==> src/rtl/serial_word_feeder_if.sv <==
// Load handshake and serial output bundle for serial_word_feeder.
interface serial_word_feeder_if #(
  parameter int unsigned WIDTH = 4
);
  logic [WIDTH-1:0] data_in;
  logic             load_valid;
  logic             load_ready;
  logic             w;
  logic             w_valid;
  logic             busy;

  modport master (output data_in, load_valid, input load_ready, w, w_valid, busy);
  modport slave  (input data_in, load_valid, output load_ready, w, w_valid, busy);
endinterface

==> src/rtl/serial_word_feeder.sv <==
// Parallel-to-serial word feeder: one-word hold buffer, gapless bit stream on w.
// Optional macro SER_PARITY_EN appends an even-parity bit after every word.
module serial_word_feeder #(
  parameter int unsigned WIDTH     = 4,
  parameter bit          MSB_FIRST = 1'b1
) (
  input logic               Clock,
  input logic               Resetn,
  serial_word_feeder_if.slave bus
);

`ifdef SER_PARITY_EN
  localparam int unsigned FRAME = WIDTH + 1;
`else
  localparam int unsigned FRAME = WIDTH;
`endif
  localparam int unsigned CW = $clog2(FRAME + 1);

  typedef enum logic [0:0] {IDLE = 1'b0, SHIFT = 1'b1} state_t;

  state_t           state, state_next;
  logic [FRAME-1:0] sr, sr_next, frame;
  logic [CW-1:0]    bit_cnt, cnt_next;
  logic [WIDTH-1:0] hr, hr_next, reload_word;
  logic             hold_full, hold_full_next;
  logic             w_next, w_valid_next;
  logic             accept, last, reload;

  // Frame layout puts the parity bit where the shifter reaches it after the data bits.
  function automatic logic [FRAME-1:0] make_frame(input logic [WIDTH-1:0] d);
`ifdef SER_PARITY_EN
    return MSB_FIRST ? {d, ^d} : {^d, d};
`else
    return d;
`endif
  endfunction

  function automatic logic first_bit(input logic [FRAME-1:0] f);
    return MSB_FIRST ? f[FRAME-1] : f[0];
  endfunction

  function automatic logic [FRAME-1:0] shift(input logic [FRAME-1:0] f);
    return MSB_FIRST ? (f << 1) : (f >> 1);
  endfunction

  assign accept = bus.load_valid & bus.load_ready;
  assign last   = (state == SHIFT) && (bit_cnt == '0);

  // State register
  always_ff @(posedge Clock) begin
    if (!Resetn) state <= IDLE;
    else         state <= state_next;
  end

  // Next-state logic
  always_comb begin
    state_next = state;
    case (state)
      IDLE:    if (accept) state_next = SHIFT;
      SHIFT:   if (last && !hold_full && !accept) state_next = IDLE;
      default: state_next = IDLE;
    endcase
  end

  // Output and datapath next values; bit_cnt holds bits still to follow the one on w
  always_comb begin
    sr_next        = sr;
    cnt_next       = bit_cnt;
    hr_next        = hr;
    hold_full_next = hold_full;
    w_next         = 1'b0;
    w_valid_next   = 1'b0;
    reload         = 1'b0;
    reload_word    = bus.data_in;
    case (state)
      IDLE: if (accept) reload = 1'b1;
      SHIFT: begin
        if (!last) begin
          w_next       = first_bit(sr);
          w_valid_next = 1'b1;
          sr_next      = shift(sr);
          cnt_next     = bit_cnt - CW'(1);
          if (accept) begin
            hr_next        = bus.data_in;
            hold_full_next = 1'b1;
          end
        end else if (hold_full) begin
          reload         = 1'b1;
          reload_word    = hr;
          hold_full_next = 1'b0;
        end else if (accept) begin
          reload = 1'b1;
        end
      end
      default: ;
    endcase
    frame = make_frame(reload_word);
    if (reload) begin
      w_next       = first_bit(frame);
      w_valid_next = 1'b1;
      sr_next      = shift(frame);
      cnt_next     = CW'(FRAME - 1);
    end
  end

  // Datapath and registered outputs
  always_ff @(posedge Clock) begin
    if (!Resetn) begin
      sr             <= '0;
      bit_cnt        <= '0;
      hr             <= '0;
      hold_full      <= 1'b0;
      bus.w          <= 1'b0;
      bus.w_valid    <= 1'b0;
      bus.busy       <= 1'b0;
      bus.load_ready <= 1'b1;
    end else begin
      sr             <= sr_next;
      bit_cnt        <= cnt_next;
      hr             <= hr_next;
      hold_full      <= hold_full_next;
      bus.w          <= w_next;
      bus.w_valid    <= w_valid_next;
      bus.busy       <= (state_next == SHIFT) | hold_full_next;
      bus.load_ready <= ~hold_full_next;
    end
  end

endmodule

==> src/flat_wrapper.sv <==
// flat-port wrapper written by rule: the top's interface ports become plain ports
module serial_word_feeder_flat 
#(
  parameter int unsigned WIDTH     = 4,
  parameter bit          MSB_FIRST = 1'b1
)
  (Clock, Resetn, bus_data_in, bus_load_valid, bus_load_ready, bus_w, bus_w_valid, bus_busy);
  serial_word_feeder_if #(.WIDTH(WIDTH)) bus_i ();
  input logic Clock;
  input logic Resetn;
  input wire logic [$bits(bus_i.data_in)-1:0] bus_data_in;
  input wire logic [$bits(bus_i.load_valid)-1:0] bus_load_valid;
  output wire logic [$bits(bus_i.load_ready)-1:0] bus_load_ready;
  output wire logic [$bits(bus_i.w)-1:0] bus_w;
  output wire logic [$bits(bus_i.w_valid)-1:0] bus_w_valid;
  output wire logic [$bits(bus_i.busy)-1:0] bus_busy;
  assign bus_i.data_in = bus_data_in;
  assign bus_i.load_valid = bus_load_valid;
  assign bus_load_ready = bus_i.load_ready;
  assign bus_w = bus_i.w;
  assign bus_w_valid = bus_i.w_valid;
  assign bus_busy = bus_i.busy;
  serial_word_feeder #(.WIDTH(WIDTH), .MSB_FIRST(MSB_FIRST)) u_core (.Clock(Clock), .Resetn(Resetn), .bus(bus_i));
endmodule
==> config.mk <==
export PLATFORM = sky130hd
export DESIGN_NAME = serial_word_feeder_flat
export DESIGN_NICKNAME = d
export VERILOG_FILES = /design/src/rtl/serial_word_feeder_if.sv /design/src/rtl/serial_word_feeder.sv /design/src/flat_wrapper.sv
export SDC_FILE = /design/constraint.sdc
export NUM_CORES = 1
export LEC_CHECK = 0
export CAP_MARGIN = 20
export CORE_UTILIZATION = 40
export CTS_BUF_LIST = sky130_fd_sc_hd__clkbuf_8
export DETAILED_ROUTE_END_ITERATION = 8
export PLACE_DENSITY = 0.58
export SYNTH_ARGS = -nofsm -noshare
export SYNTH_HDL_FRONTEND = slang
export SYNTH_SLANG_ARGS = --single-unit
==> constraint.sdc <==
create_clock -name Clock -period 1.94 [get_ports Clock]
set_input_delay 0.485 -clock Clock [delete_from_list [all_inputs] [get_ports Clock]]
set_output_delay 0.485 -clock Clock [all_outputs]
set_load 0.02 [all_outputs]
=== After elaboration in Yosys (flattened, before gate mapping) ===
Index checks and enable logic that the tools add are counted.

* Output and inout port bits: 4
* Bits of input ports: 7
* Bits in registers: 16
* Logic and storage cells: 53

* Equal/unequal tests: 1
* Reductions and logical operators: 11
* Muxes and demuxes: 24
* Bitwise logic cells: 6
* Add/subtract/negate cells: 1

{| class="wikitable"
|+ Operator list
! cell !! number
|-
| 4-bit two-way mux || 6
|-
| 1-bit two-way mux || 13
|-
| 2-bit two-way mux || 3
|-
| 1-bit NOT || 4
|-
| 1-bit one-hot mux with 2 select lines || 2
|-
| 2-bit AND reduction || 2
|-
| 1-bit logical AND || 3
|-
| 3-bit zero test || 1
|-
| 3-bit AND reduction || 1
|-
| 3-bit by 1-bit subtractor with 3-bit output, second input constant || 1
|-
| 1-bit zero test || 2
|-
| 2-bit != test, second input constant || 1
|-
| 2-bit nonzero test || 1
|-
| 2-bit OR reduction || 1
|-
| 1-bit bitwise AND || 1
|-
| 1-bit OR || 1
|}

=== Depth between registers and ports, before layout ===
* Depth in word-level cells: 7
* Depth in mapped cells: 6
* Gate-level depth less buffers: 5

=== Least setup slack after synthesis ===
OpenSTA, ideal clock, no wires.

* Path kind: register -> register
* Start point: register u_core.bit_cnt[0]
* End point: register u_core.sr[1]
* Arrival: 1255 ps
* Setup time: 103 ps
* Required time: 1837 ps
* Cell stages (with the launch flop): 6
* Path slack: 582 ps
* Clock period less this slack: 1358 ps
* Buffers on the path: 0
* Cell sequence: dfxtp_1 inv_1 ha_1 nand4b_2 mux2i_1 a2111oi_2

* Word-level cells in the longest chain between the ends: 6
* Elaborated cells on any way between the ends: 10
* Those cells by class: eq/ne: 1; mux: 5; reduce/logical: 4

{| class="wikitable"
|+ Ends and longest elaborated chain
! element !! line !! source
|-
| start: declaration || serial_word_feeder.sv:23 || <nowiki>logic [CW-1:0] bit_cnt, cnt_next;</nowiki>
|-
| start signal: assignment || serial_word_feeder.sv:119 || <nowiki>bit_cnt <= cnt_next;</nowiki>
|-
| 3-bit zero test * || serial_word_feeder.sv:47 || <nowiki>assign last = (state == SHIFT) && (bit_cnt == '0);</nowiki>
|-
| 1-bit logical AND * || serial_word_feeder.sv:47 ||
|-
| 1-bit two-way mux || serial_word_feeder.sv:78 || <nowiki>if (!last) begin</nowiki>
|-
| 1-bit one-hot mux with 2 select lines || serial_word_feeder.sv:75 || <nowiki>case (state)</nowiki>
|-
| 2-bit != test (no source line) or 2-bit nonzero test (tied branches) || -- ||
|-
| 2-bit AND reduction (no source line) || -- ||
|-
| end signal: assignment || serial_word_feeder.sv:118 || <nowiki>sr <= sr_next;</nowiki>
|-
| end: declaration || serial_word_feeder.sv:22 || <nowiki>logic [FRAME-1:0] sr, sr_next, frame;</nowiki>
|}

Mark *: on every way between the ends. The rest lies on a longest branch, timed or not.
A chain may end at the register's enable or synchronous reset.

=== Final worst setup path ===
* Start point: register u_core.bus.load_ready
* End point: output bus_load_ready

{| class="wikitable"
|+ RTL lines
! element !! line !! source
|-
| start: declaration || serial_word_feeder_if.sv:13 || <nowiki>modport slave (input data_in, load_valid, output load_ready, w, w_valid, busy);</nowiki>
|-
| start signal: assignment || serial_word_feeder.sv:125 || <nowiki>bus.load_ready <= ~hold_full_next;</nowiki>
|-
| end: declaration || flat_wrapper.sv:13 || <nowiki>output wire logic [$bits(bus_i.load_ready)-1:0] bus_load_ready;</nowiki>
|}

No word-level cell between the ends.

==> metrics.md <==
| Metric | Value |
|---|---|
| RSZ-0062 raised after global routing | `false` |
| Gp weighted congestion | `around 0.76` |
| HPWL Detailed | `roughly 1.1 mm` |
| Achievable Freq | `578 MHz` |
| Final Setup Violations | `0` |
| Core Rows | `15` |
| M1 GR Usage | `23.2%` |
| Die ar. | `between 2000 and 2500 um2` |
| Slew headroom | `69.7%` |
| Boundary pin count | `11` |
| Vias per inst | `around 5.3` |
| Multi-input logic area | `a little under 400 um2` |
| Maximum buffer depth of the clock tree | `2` |
| # resized after CTS | `0` |
| Dpl ws | `~0.16 ns` |
| FFs w/ async S/R, synth | `0%` |
| Total power | `0.832 mW` |
| Post-placement cell count | `108` |
| Warnings from Yosys | `0` |
| TritonCTS clock tree | `built` |
| Die height | `approximately 45 um` |
| Synth top area share | `between 40% and 50%` |
| Syn Nets | `85` |
| Sequential area share after synthesis | `42.9%` |
| Tmin final | `between 1.5 and 2 ns` |
| Worst setup margin | `~0.21 ns` |
| Peak supply drop | `between 0.0006 and 0.0007 V` |
| Cells along the critical path | `clkdlybuf4s50_1` |
| Initial antenna violation count | `0` |
| Logic pwr share | `approximately 20%` |
| Layout Skew | `about 0.0010 ns` |
| First-pass GRT wire length | `between 2 and 3 mm` |
| Die width | `45.2 um` |
| Number of diodes | `0` |
| Net Sw Power | `roughly 0.23 mW` |
| Synth area leaders | `dfxtp_1 43%, mux2i_1 5.4%, nand4_1 4.2%` |
| Number of remaining DRC errors | `0` |
| CP arrival | `approximately 1.2 ns` |
| Layout Nets | `97` |
| I/O Buffers | `10` |
| Flops & latches, synth | `16` |
| CTS root buffer | `clkbuf_8` |
| Crit share post-route | `approximately nine tenths` |
| Fill cells | `between 150 and 200` |
| Routed len/inst | `13.6 um` |
| Pin count of the biggest net entering global routing | `12` |
| Share of layout cells above drive strength 1 | `~15%` |
| Starting Density | `between 40% and 50%` |
| Fin. Hold Viols | `0` |
| Post-synth EDFFs | `0` |
| Met3 GRT Util | `around 6%` |
| Htree depth | `1` |
| Final cell count without fillers | `approximately 110` |
| Leak | `between 0.3 and 0.4 nW` |
| CP Capture Type | `primary output` |
| Min-Delay Path Class | `flop to flop` |
| Sink Count | `16` |
| Initial drt markers | `14` |
| Post-CTS Hold Buffers | `0` |
| Yosys cell types | `36` |
| Post-CTS setup buffers | `0` |
| Worst Path Class, Setup | `flop to primary output` |
| Busiest grt layer | `met2` |
| CP bufs+invs | `1` |
| Total routed wirelength | `between 1.5 and 2 mm` |
| Main flop type after synthesis | `dfxtp_1` |
| Crit-path leading delay family | `buffers and inverters` |
| Area Growth Syn to Fin | `23.5%` |
| CP max FO | `5` |
| Startpoint types | `flop` |
| Critical Path Slowest Stage Cell | `clkdlybuf4s50_1` |
| Sw Ratio | `roughly 28%` |
| Synthesized area | `approximately 750 um2` |
| Slew @ Worst Pin | `roughly 0.45 ns` |
| Core area | `roughly 1700 um2` |
| Vias in the first global route | `between 500 and 600` |
| GR Util met2 | `approximately 28%` |
| Cells after Synth | `76` |
| WP data required | `between 1 and 1.5 ns` |
| Setup TNS | `0 ns` |
| Max-slew violations | `0` |
| Seq pwr share | `approximately 45%` |
| Max-Cap Viols | `0` |
| PwrDens | `between 900 and 1000 nW/um2` |
| Register area | `around 320 um2` |
| Num CTS Buffers | `3` |
| Area leader, netlist | `dfxtp_1` |
| DRT antenna net count | `0` |
| Gr ovfl total | `0` |
| Outcome | `completed` |
| Mapped Avg Cell Area | `9.83 um2` |
| Critical path's largest stage delay | `roughly 0.62 ns` |
| Worst-Skew Late Latency | `approximately 0.25 ns` |
| Int Pwr | `around 0.60 mW` |
| Tot GR Track Use | `around 18%` |
| Reg clk slew, reported paths | `0.06 ns` |
| Clock power share | `a little over a third` |
| Vias | `590` |
| Pre-antenna DRT Iters | `3` |
[per-layer routing]
metal	part of all wire, %	up-vias
met5	0	-
met4	1.5	0
met3	2.9	4
met2	45	6
met1	51	268
li1	-	312
[power by group through the flow]
stage	registers, mW	clock network, mW	logic [mW]
floorplan	0.382	0	0.111
global placement	0.377	0	0.168
detailed placement	0.377	0	0.168
CTS	0.370	0.304	0.168
global route	0.373	0.317	0.186
finish	0.370	0.295	0.167
[synth_stat cells (2+ instances only)]
| master | count |
|---|---|
| ha_1 | 2 |
| nand4_1 | 5 |
| o221ai_1 | 2 |
| inv_1 | 3 |
| o31ai_1 | 4 |
| mux2i_1 | 4 |
| dfxtp_1 | 16 |
| nand2_1 | 3 |
| a21oi_1 | 6 |
| nor2_1 | 3 |
| buf_2 | 3 |
[through the flow]
| step | area [um2] | utilization, % | hold slack (ns) |
|---|---|---|---|
| after floorplan | 747 | - | 0.448 |
| after global placement | 867 | 49.7 | 0.453 |
| after detailed placement | 867 | 49.7 | 0.460 |
| after CTS | 922 | 52.8 | 0.476 |
| after global routing | 922 | 52.8 | 0.502 |
| final | 922 | 52.8 | 0.472 |
[registers in the layout, indices dropped and copies added, names as in the netlist]
signal / flops
u_core.bus.load_ready: 1
u_core.hold_full: 1
u_core.state: 1
u_core.bus.w_valid: 1
u_core.bus.busy: 1
u_core.hr: 4
u_core.sr: 3
u_core.bus.w: 1
u_core.bit_cnt: 3
[path summary, 6_finish.rpt]
path	slack, ns	from	cells after the start	to
max	0.21	u_core.bus.load_ready	1	bus_load_ready
min	0.47	u_core.hr[0]	2	u_core.hr[0]
min reg2reg	0.47	u_core.hr[0]	2	u_core.hr[0]
max reg2reg	0.35	u_core.bit_cnt[0]	5	u_core.bus.busy
[cell type report]
cell class | count | area share, %
Sequential cell | 16 | 34.7
Tap cell | 25 | 3.39
Timing Repair Buffer | 11 | 11.7
Multi-Input combinational cell | 52 | 42.6
Inverter | 4 | 1.63
Clock buffer | 4 | 5.97
[layout by cell type, fill, tap and decap left out, types with 2 or more instances in the layout]
| master | count |
|---|---|
| a21oi_1 | 6 |
| clkbuf_8 | 4 |
| clkdlybuf4s50_1 | 10 |
| dfxtp_1 | 16 |
| ha_1 | 2 |
| inv_1 | 3 |
| mux2i_1 | 4 |
| nand2_1 | 3 |
| nand4_1 | 5 |
| nor2_1 | 3 |
| o221ai_1 | 2 |
| o31ai_1 | 4 |
[cell families (layout without fill, tap and decap cells)]
family / count (synthesis) / count (layout) / share of synthesized area, %
adder cells (fa/ha/maj): 2 / 2 / 3.35
flip-flops: 16 / 16 / 42.9
buffers and inverters: 8 / 19 / 4.52
AND/OR/NAND/NOR: 21 / 21 / 17.8
AO/OA/AOI/OAI: 25 / 25 / 26.1
multiplexers: 4 / 4 / 5.36
Note: power is estimated with default switching activity, not from simulation.
